### src/rtl/ahb_pkg.sv
// Shared AHB encodings and arbiter types.
// Purpose : HTRANS/HBURST encodings, arbiter state enum and the burst length
//           helper used by ahb_bus_arbiter.
// Ports   : none (package).
package ahb_pkg;

    localparam logic [1:0] HTRANS_IDLE   = 2'b00;
    localparam logic [1:0] HTRANS_BUSY   = 2'b01;
    localparam logic [1:0] HTRANS_NONSEQ = 2'b10;
    localparam logic [1:0] HTRANS_SEQ    = 2'b11;

    localparam logic [2:0] HBURST_SINGLE = 3'b000;
    localparam logic [2:0] HBURST_INCR   = 3'b001;
    localparam logic [2:0] HBURST_WRAP4  = 3'b010;
    localparam logic [2:0] HBURST_INCR4  = 3'b011;
    localparam logic [2:0] HBURST_WRAP8  = 3'b100;
    localparam logic [2:0] HBURST_INCR8  = 3'b101;
    localparam logic [2:0] HBURST_WRAP16 = 3'b110;
    localparam logic [2:0] HBURST_INCR16 = 3'b111;

    // ST_ARB: free to re-grant; ST_BURST: fixed-length burst;
    // ST_INCR: undefined-length burst; ST_LOCK: locked sequence.
    typedef enum logic [1:0] {
        ST_ARB   = 2'd0,
        ST_BURST = 2'd1,
        ST_INCR  = 2'd2,
        ST_LOCK  = 2'd3
    } arb_state_e;

    // Beat count of a burst type; 1 for SINGLE, 0 for undefined-length INCR.
    function automatic logic [4:0] burst_beats(input logic [2:0] hburst);
        logic [4:0] beats;
        case (hburst)
            HBURST_SINGLE:               beats = 5'd1;
            HBURST_INCR:                 beats = 5'd0;
            HBURST_WRAP4,  HBURST_INCR4:  beats = 5'd4;
            HBURST_WRAP8,  HBURST_INCR8:  beats = 5'd8;
            HBURST_WRAP16, HBURST_INCR16: beats = 5'd16;
            default:                     beats = 5'd1;
        endcase
        return beats;
    endfunction

endpackage

### src/rtl/ahb_rr_picker.sv
// Masked priority picker.
// Purpose : picks the first requester strictly above ptr_i, wrapping to the
//           lowest requester; combinational, no state.
// Ports   : req_i (request vector), ptr_i (last winner), gnt_o (one-hot
//           winner), vld_o (any request present).
module ahb_rr_picker #(
    parameter int NUM_MASTERS = 4,
    parameter int MID_W       = 2
) (
    input  logic [NUM_MASTERS-1:0] req_i,
    input  logic [MID_W-1:0]       ptr_i,
    output logic [NUM_MASTERS-1:0] gnt_o,
    output logic                   vld_o
);

    logic [NUM_MASTERS-1:0] gnt_hi;
    logic [NUM_MASTERS-1:0] gnt_lo;
    logic                   hi_found;
    logic                   lo_found;

    // gnt_hi searches the masked (above pointer) half, gnt_lo the whole
    // vector; the masked result wins whenever it finds anyone.
    always_comb begin
        gnt_hi   = '0;
        gnt_lo   = '0;
        hi_found = 1'b0;
        lo_found = 1'b0;
        for (int i = 0; i < NUM_MASTERS; i++) begin
            if (req_i[i] && !hi_found && (i > int'(ptr_i))) begin
                gnt_hi[i] = 1'b1;
                hi_found  = 1'b1;
            end
            if (req_i[i] && !lo_found) begin
                gnt_lo[i] = 1'b1;
                lo_found  = 1'b1;
            end
        end
        gnt_o = hi_found ? gnt_hi : gnt_lo;
    end

    assign vld_o = |req_i;

endmodule

### src/rtl/ahb_bus_arbiter.sv
// AHB bus arbiter: one-hot grant, address/data owner IDs and lock flag.
// Purpose : round-robin grant (fixed priority, lowest index, when
//           AHB_ARB_FIXED_PRIO_EN is defined), held through fixed bursts,
//           INCR bursts and locked sequences.
// Ports   : HCLK_i/HRESETn_i clock and async active-low reset; HBUSREQ_i,
//           HLOCK_i per-master requests; HTRANS_i/HBURST_i of the address
//           owner; HREADY_i bus ready (0 freezes all state); HGRANT_o grant;
//           HMASTER_o/HMASTDATA_o address/data owner; HMASTLOCK_o lock flag.
module ahb_bus_arbiter
    import ahb_pkg::*;
#(
    parameter int NUM_MASTERS    = 4,
    parameter int MID_W          = 2,
    parameter int DEFAULT_MASTER = 0
) (
    input  logic                   HCLK_i,
    input  logic                   HRESETn_i,
    input  logic [NUM_MASTERS-1:0] HBUSREQ_i,
    input  logic [NUM_MASTERS-1:0] HLOCK_i,
    input  logic [1:0]             HTRANS_i,
    input  logic [2:0]             HBURST_i,
    input  logic                   HREADY_i,
    output logic [NUM_MASTERS-1:0] HGRANT_o,
    output logic [MID_W-1:0]       HMASTER_o,
    output logic [MID_W-1:0]       HMASTDATA_o,
    output logic                   HMASTLOCK_o
);

    localparam logic [NUM_MASTERS-1:0] DEF_GNT = NUM_MASTERS'(1) << DEFAULT_MASTER;
    localparam logic [MID_W-1:0]       DEF_ID  = MID_W'(DEFAULT_MASTER);

    function automatic logic [MID_W-1:0] oh2idx(input logic [NUM_MASTERS-1:0] oh);
        logic [MID_W-1:0] idx;
        idx = '0;
        for (int i = 0; i < NUM_MASTERS; i++) begin
            if (oh[i]) idx = idx | MID_W'(i);
        end
        return idx;
    endfunction

    arb_state_e             state_q, state_d;
    logic [3:0]             cnt_q, cnt_d;
    logic [NUM_MASTERS-1:0] grant_q, grant_d;
    logic [MID_W-1:0]       hmaster_q;
    logic [MID_W-1:0]       hmastdata_q;
    logic                   hmastlock_q;

    logic [MID_W-1:0]       grant_idx;
    logic                   owner_lock;
    logic                   owner_req;
    logic [4:0]             beats;
    logic                   regrant;

    logic [MID_W-1:0]       pick_ptr;
    logic [NUM_MASTERS-1:0] pick_gnt;
    logic                   pick_vld;

    assign grant_idx  = oh2idx(grant_q);
    // Burst/lock decisions follow the master that owns the address phase,
    // since that is whose HTRANS/HBURST is on the bus.
    assign owner_lock = HLOCK_i[hmaster_q];
    assign owner_req  = HBUSREQ_i[hmaster_q];
    assign beats      = burst_beats(HBURST_i);

    // Sequence FSM: every transition needs HREADY_i so wait states are
    // invisible to it.
    always_comb begin
        state_d = state_q;
        cnt_d   = cnt_q;
        if (HREADY_i) begin
            unique case (state_q)
                ST_ARB: begin
                    if (HTRANS_i == HTRANS_NONSEQ) begin
                        if (owner_lock) begin
                            state_d = ST_LOCK;
                        end else if (HBURST_i == HBURST_INCR) begin
                            state_d = ST_INCR;
                        end else if (HBURST_i != HBURST_SINGLE) begin
                            state_d = ST_BURST;
                            cnt_d   = 4'(beats - 5'd1);
                        end
                    end
                end
                ST_BURST: begin
                    case (HTRANS_i)
                        // The SEQ that takes the counter to zero is the last beat.
                        HTRANS_SEQ: begin
                            if (cnt_q <= 4'd1) begin
                                state_d = ST_ARB;
                                cnt_d   = '0;
                            end else begin
                                cnt_d = cnt_q - 4'd1;
                            end
                        end
                        HTRANS_BUSY: begin
                            cnt_d = cnt_q;
                        end
                        // IDLE or a fresh NONSEQ ends the burst early.
                        HTRANS_IDLE, HTRANS_NONSEQ: begin
                            state_d = ST_ARB;
                            cnt_d   = '0;
                        end
                        default: begin
                            cnt_d = cnt_q;
                        end
                    endcase
                end
                ST_INCR: begin
                    if (!owner_req) state_d = ST_ARB;
                end
                ST_LOCK: begin
                    if (!owner_lock) state_d = ST_ARB;
                end
                default: begin
                    state_d = ST_ARB;
                end
            endcase
        end
    end

    // The grant may only move on a ready edge that leaves the FSM in ARB,
    // including the edge that ends a burst or lock.
    assign regrant = HREADY_i && (state_d == ST_ARB);

    always_comb begin
        grant_d = grant_q;
        if (regrant) begin
            grant_d = pick_vld ? pick_gnt : DEF_GNT;
        end
    end

`ifdef AHB_ARB_FIXED_PRIO_EN
    // Pointer at the top index masks everything, so the picker falls back
    // to plain lowest-index priority.
    assign pick_ptr = MID_W'(NUM_MASTERS - 1);
`else
    logic [MID_W-1:0] ptr_q, ptr_d;

    always_comb begin
        ptr_d = ptr_q;
        if (regrant && pick_vld) begin
            ptr_d = oh2idx(pick_gnt);
        end
    end

    always_ff @(posedge HCLK_i or negedge HRESETn_i) begin
        if (!HRESETn_i) begin
            ptr_q <= DEF_ID;
        end else begin
            ptr_q <= ptr_d;
        end
    end

    assign pick_ptr = ptr_q;
`endif

    ahb_rr_picker #(
        .NUM_MASTERS (NUM_MASTERS),
        .MID_W       (MID_W)
    ) u_picker (
        .req_i (HBUSREQ_i),
        .ptr_i (pick_ptr),
        .gnt_o (pick_gnt),
        .vld_o (pick_vld)
    );

    always_ff @(posedge HCLK_i or negedge HRESETn_i) begin
        if (!HRESETn_i) begin
            state_q     <= ST_ARB;
            cnt_q       <= '0;
            grant_q     <= DEF_GNT;
            hmaster_q   <= DEF_ID;
            hmastdata_q <= DEF_ID;
            hmastlock_q <= 1'b0;
        end else begin
            state_q <= state_d;
            cnt_q   <= cnt_d;
            grant_q <= grant_d;
            // Ownership pipeline: grant -> address phase -> data phase.
            if (HREADY_i) begin
                hmaster_q   <= grant_idx;
                hmastdata_q <= hmaster_q;
                hmastlock_q <= HLOCK_i[grant_idx];
            end
        end
    end

    assign HGRANT_o    = grant_q;
    assign HMASTER_o   = hmaster_q;
    assign HMASTDATA_o = hmastdata_q;
    assign HMASTLOCK_o = hmastlock_q;

endmodule

### config.mk
export PLATFORM = sky130hd
export DESIGN_NAME = ahb_bus_arbiter
export DESIGN_NICKNAME = d
export VERILOG_FILES = /design/src/rtl/ahb_pkg.sv /design/src/rtl/ahb_rr_picker.sv /design/src/rtl/ahb_bus_arbiter.sv
export SDC_FILE = /design/constraint.sdc
export NUM_CORES = 1
export LEC_CHECK = 0
export BUFFER_PORTS_ARGS = -buffer_cell sky130_fd_sc_hd__buf_2
export CAP_MARGIN = 20
export CORE_ASPECT_RATIO = 1.75
export CORE_MARGIN = 1
export CORE_UTILIZATION = 48
export DETAILED_ROUTE_END_ITERATION = 12
export PLACE_DENSITY = 0.74
export REMOVE_ABC_BUFFERS = 1
export SYNTH_ARGS = -nofsm -noshare
export SYNTH_HDL_FRONTEND = slang
export SYNTH_SLANG_ARGS = --single-unit
export TNS_END_PERCENT = 10
### constraint.sdc
create_clock -name HCLK_i -period 2.1 [get_ports HCLK_i]
set_input_delay 0.105 -clock HCLK_i [delete_from_list [all_inputs] [get_ports HCLK_i]]
set_output_delay 0.105 -clock HCLK_i [all_outputs]
set_load 0.03 [all_outputs]
==> run summary <==
Setup repair after global routing could not meet its margin everywhere. At the pin with the least slew margin, the transition time is 495 ps. The setup violation total in the final timing report came out at 0. For this run, design rule violations remaining after detail routing come to 0. The average routed wire per standard cell came out at 14.3 µm. The remaining global-route overflow came out at 0.

The iteration-0 DRC count of the detailed router is 16. For this run, the share of the core covered by cells in the final layout is approximately three fifths. On the critical path, the stage with the largest delay is an instance of sky130_fd_sc_hd__mux4_2.

The time the final worst path needs with I/O delays and setup is about 2100 ps. The length of the first detailed-routing pass in iterations is 4. The worst hold path terminates at HMASTLOCK_o.

The achievable frequency came out at 0.488 GHz. The total power divided by cell area is between 1000 and 1500 nW/µm². On the worst path, the slowest cell contributes a delay of roughly 570 ps. The met3 track demand over resource is 2.96%. Measured against its own limit, the worst slew margin works out to ~67%. The tree is rooted in a sky130_fd_sc_hd__clkbuf_8. After layout, the worst path uses 97.6% of the clock period. The sum of negative setup slack came out at 0 ps.

The number of buffers and inverters on the critical path is 2. The clock-pin slew reported for the worst setup and hold paths after clock tree synthesis is 60 ps. The worst setup path is of the flip-flop to flip-flop kind. The quantity of I/O buffers inserted on ports came out at 24. The total via count in the routed design is between 1000 and 1500.

The post-synthesis cell area is roughly 1200 µm². The worst register-to-register path ends at HGRANT_o[3]. The worst path arrival time is 2210 ps.

Across all setup checks in the final design, the least slack found is ~50 ps. The number of synthesized flops with an enable pin came out at 0. The area growth from synthesis to layout is 21.3%. The cell count after synthesis came out at 126.

The maximum VDD drop came out at around 0.00078 V. The maximum number of pins on one net before global-route repair came out at 18. The post-route total power is around 0.0019 W. The worst-case reg-to-reg path depth is 7. The number of clock buffers added by TritonCTS is 3.

In this run the worst path has a maximum fanout of 3. Yosys mapped the design onto 44 distinct sky130hd cell types. The max-cap check violation count came out at 0.

The count of pins over their slew limit came out at 0. The worst slack at placement came out at 26.6 ps. The maximum count of clock buffers along a single path is 2. The number of global-route vias before repair is slightly above 1000. The die height came out at 67.3 µm. The full die area is 2640 µm². The initial core utilization came out at 50.8%. The run finished with clean final reports.

The share of synthesized flip-flops with an asynchronous set or reset is 100%. In the final layout, the share of cells above drive strength 1 is between 30% and 40%. The overall routed net length is approximately 2600 µm. The largest clock skew in the final design came out at 1.71 ps. For this run, the leading register cell type out of synthesis is sky130_fd_sc_hd__dfrtp_1. The number of warnings printed during yosys synthesis is 0.

The row count came out at 23. The width of the die is between 30 and 40 µm. TritonCTS built the clock tree. The minimum setup slack among reg-to-reg paths came out at 50 ps.

In this design, the largest share of critical-path delay is due to multiplexers. The post-route antenna net violation count is 0. 0 antenna diodes ended up in the layout. After global routing, the most crowded layer is met2. The startpoint of the most critical register-to-register path is HMASTER_o[0]. The number of H-tree branching levels came out at 1. The wire length of the first global-routing pass came out at 4210 µm.

The last weighted congestion value of the routability-driven placer came out at 0.737. The total of flip-flops plus latches after synthesis is 17. The number of sinks on the clock net is 17. In this run the most critical hold path is launched from HLOCK_i[3]. After synthesis, the mean cell area works out to about 9.3 µm².

The worst setup path is captured at a flip-flop. The most numerous cell on the critical path is sky130_fd_sc_hd__buf_4. The worst setup path is launched from a flip-flop. Walking the worst path, the cells encountered are mux4_2 > o31ai_4 > nand4b_2 > buf_4 > nor2_4 > buf_4 > mux2i_2.

The met1 track demand over resource in global routing came out at between 20% and 30%. The net count of the finished layout came out at 175. The vias per cell is around 5.6. The core outline area came out at 2300 µm². The met2 demand-to-capacity share in global routing came out at 41.7%.

The detailed placement HPWL is 2050 µm. Summed over all cells, the static leakage comes to 0.623 nW. The number of antenna violations at the first check in global routing is 0. The worst hold path passes through 3 cells. The total global-route track usage came out at 22.8%. The path category of the worst min-delay check is input pin to flip-flop. The clock latency on the worst-skew pair came out at 250 ps. The final number of hold-violating endpoints is 0.

At the worst endpoint, the required time is 2260 ps. The sequential fraction of the synthesis area came out at 36.5%. For this design the top-level I/O count stands at 25.
tightest hold or removal path, cell delays in order:
cell and delay [ps]:
sky130_fd_sc_hd__buf_2 100, sky130_fd_sc_hd__o221ai_1 100, sky130_fd_sc_hd__o21ai_0 90
registers in the layout, summed over array words and instances, names as in the netlist:
register / cells
HGRANT_o: 4
cnt_q: 4
HMASTDATA_o: 2
HMASTER_o: 2
pick_ptr: 2
state_q: 2
HMASTLOCK_o: 1
power by group:
part / leakage (nW) / internal, W / switching [W]
clock network: 0.0228 / 0.000134 / 0.000104
logic: 0.403 / 0.000417 / 0.000578
registers: 0.197 / 0.000490 / 0.000171
final cells by class:
cell class                 instances  area (µm²)
fill                             200         885
multi-input combinational         91         689
sequential                        17         428
timing repair buffer              32         183
clock buffer                       4        45.0
inverter                          11        41.3
tap                               25        31.3
stage by stage:
stage | hold WS [ps] | area [µm²] | std cells
2_1_floorplan | -191 | 1120 | 119
3_3_place_gp | 41.0 | 1330 | 175
3_5_place_dp | 46.9 | 1330 | 175
4_1_cts | 201 | 1380 | 180
5_1_grt | 214 | 1420 | 180
6_report | 198 | 1420 | 180
routing by layer:
metal,up-vias,routed length [µm]
met5,-,0
met4,0,23
met3,2,73
met2,22,1380
met1,478,1090
li1,514,-
what timing repair did:
| item | CTS | global route |
|---|---|---|
| setup endpoints to repair | 0 | 7 |
| endpoints found under the hold margin | 16 | 0 |
| setup buffers | 0 | 0 |
| resized for setup | 0 | 6 |
| hold buffers | 1 | 0 |
cells in the mapped netlist, types with 2 or more instances:
library cell,number,area (µm²)
sky130_fd_sc_hd__buf_4,2,15.0
sky130_fd_sc_hd__ha_1,3,37.5
sky130_fd_sc_hd__a31oi_1,2,12.5
sky130_fd_sc_hd__mux2i_1,6,60.1
sky130_fd_sc_hd__o22ai_1,2,12.5
sky130_fd_sc_hd__dfrtp_1,16,400
sky130_fd_sc_hd__nor3_1,2,10.0
sky130_fd_sc_hd__nand2_1,7,26.3
sky130_fd_sc_hd__o221ai_1,2,17.5
sky130_fd_sc_hd__nor3b_1,2,15.0
sky130_fd_sc_hd__o21ai_0,8,40.0
sky130_fd_sc_hd__nand3_1,2,10.0
sky130_fd_sc_hd__o21ai_1,4,20.0
sky130_fd_sc_hd__a21oi_1,10,50.1
sky130_fd_sc_hd__clkbuf_2,2,10.0
sky130_fd_sc_hd__nand2b_1,2,12.5
sky130_fd_sc_hd__mux2_2,2,22.5
sky130_fd_sc_hd__nor2_1,13,48.8
sky130_fd_sc_hd__inv_1,11,41.3
sky130_fd_sc_hd__clkbuf_1,2,7.51
sky130_fd_sc_hd__mux2_1,3,33.8
layout by cell type (no fill, tap or decap), drive strengths merged, types with 3 or more instances in the layout:
cell and count:
buf 31, dfrtp 16, nor2 14, o21ai 12
inv 11, a21oi 10, nand2 7, mux2i 6
mux2 5, clkbuf 4, ha 3, nor3b 3
nor3 3
how the worst max path moves through the flow:
stage                     cells after the start           to  slack, ps         start
after global placement                        5  pick_ptr[1]        120  HMASTER_o[1]
after floorplan                               5  pick_ptr[0]       -170  HMASTER_o[0]
final                                         7  HGRANT_o[3]         50  HMASTER_o[0]
after CTS                                     5  pick_ptr[0]         10  HMASTER_o[0]
after global routing                          7  HGRANT_o[2]        -20  HMASTER_o[0]
after detailed placement                      5  pick_ptr[0]         30  HMASTER_o[0]
kinds of logic (layout without fill, tap and decap cells):
group	after synthesis	in the layout	synth area share, %
adder cells (fa/ha/maj)	3	3	3.21
buffers and inverters	18	47	7.28
flip-flops	17	17	36.5
AO/OA/AOI/OAI	37	37	20.0
multiplexers	13	13	14.1
AND/OR/NAND/NOR	37	37	18.1
XOR/XNOR	1	1	0.750
No activity file was read; power rests on OpenSTA's default activity.
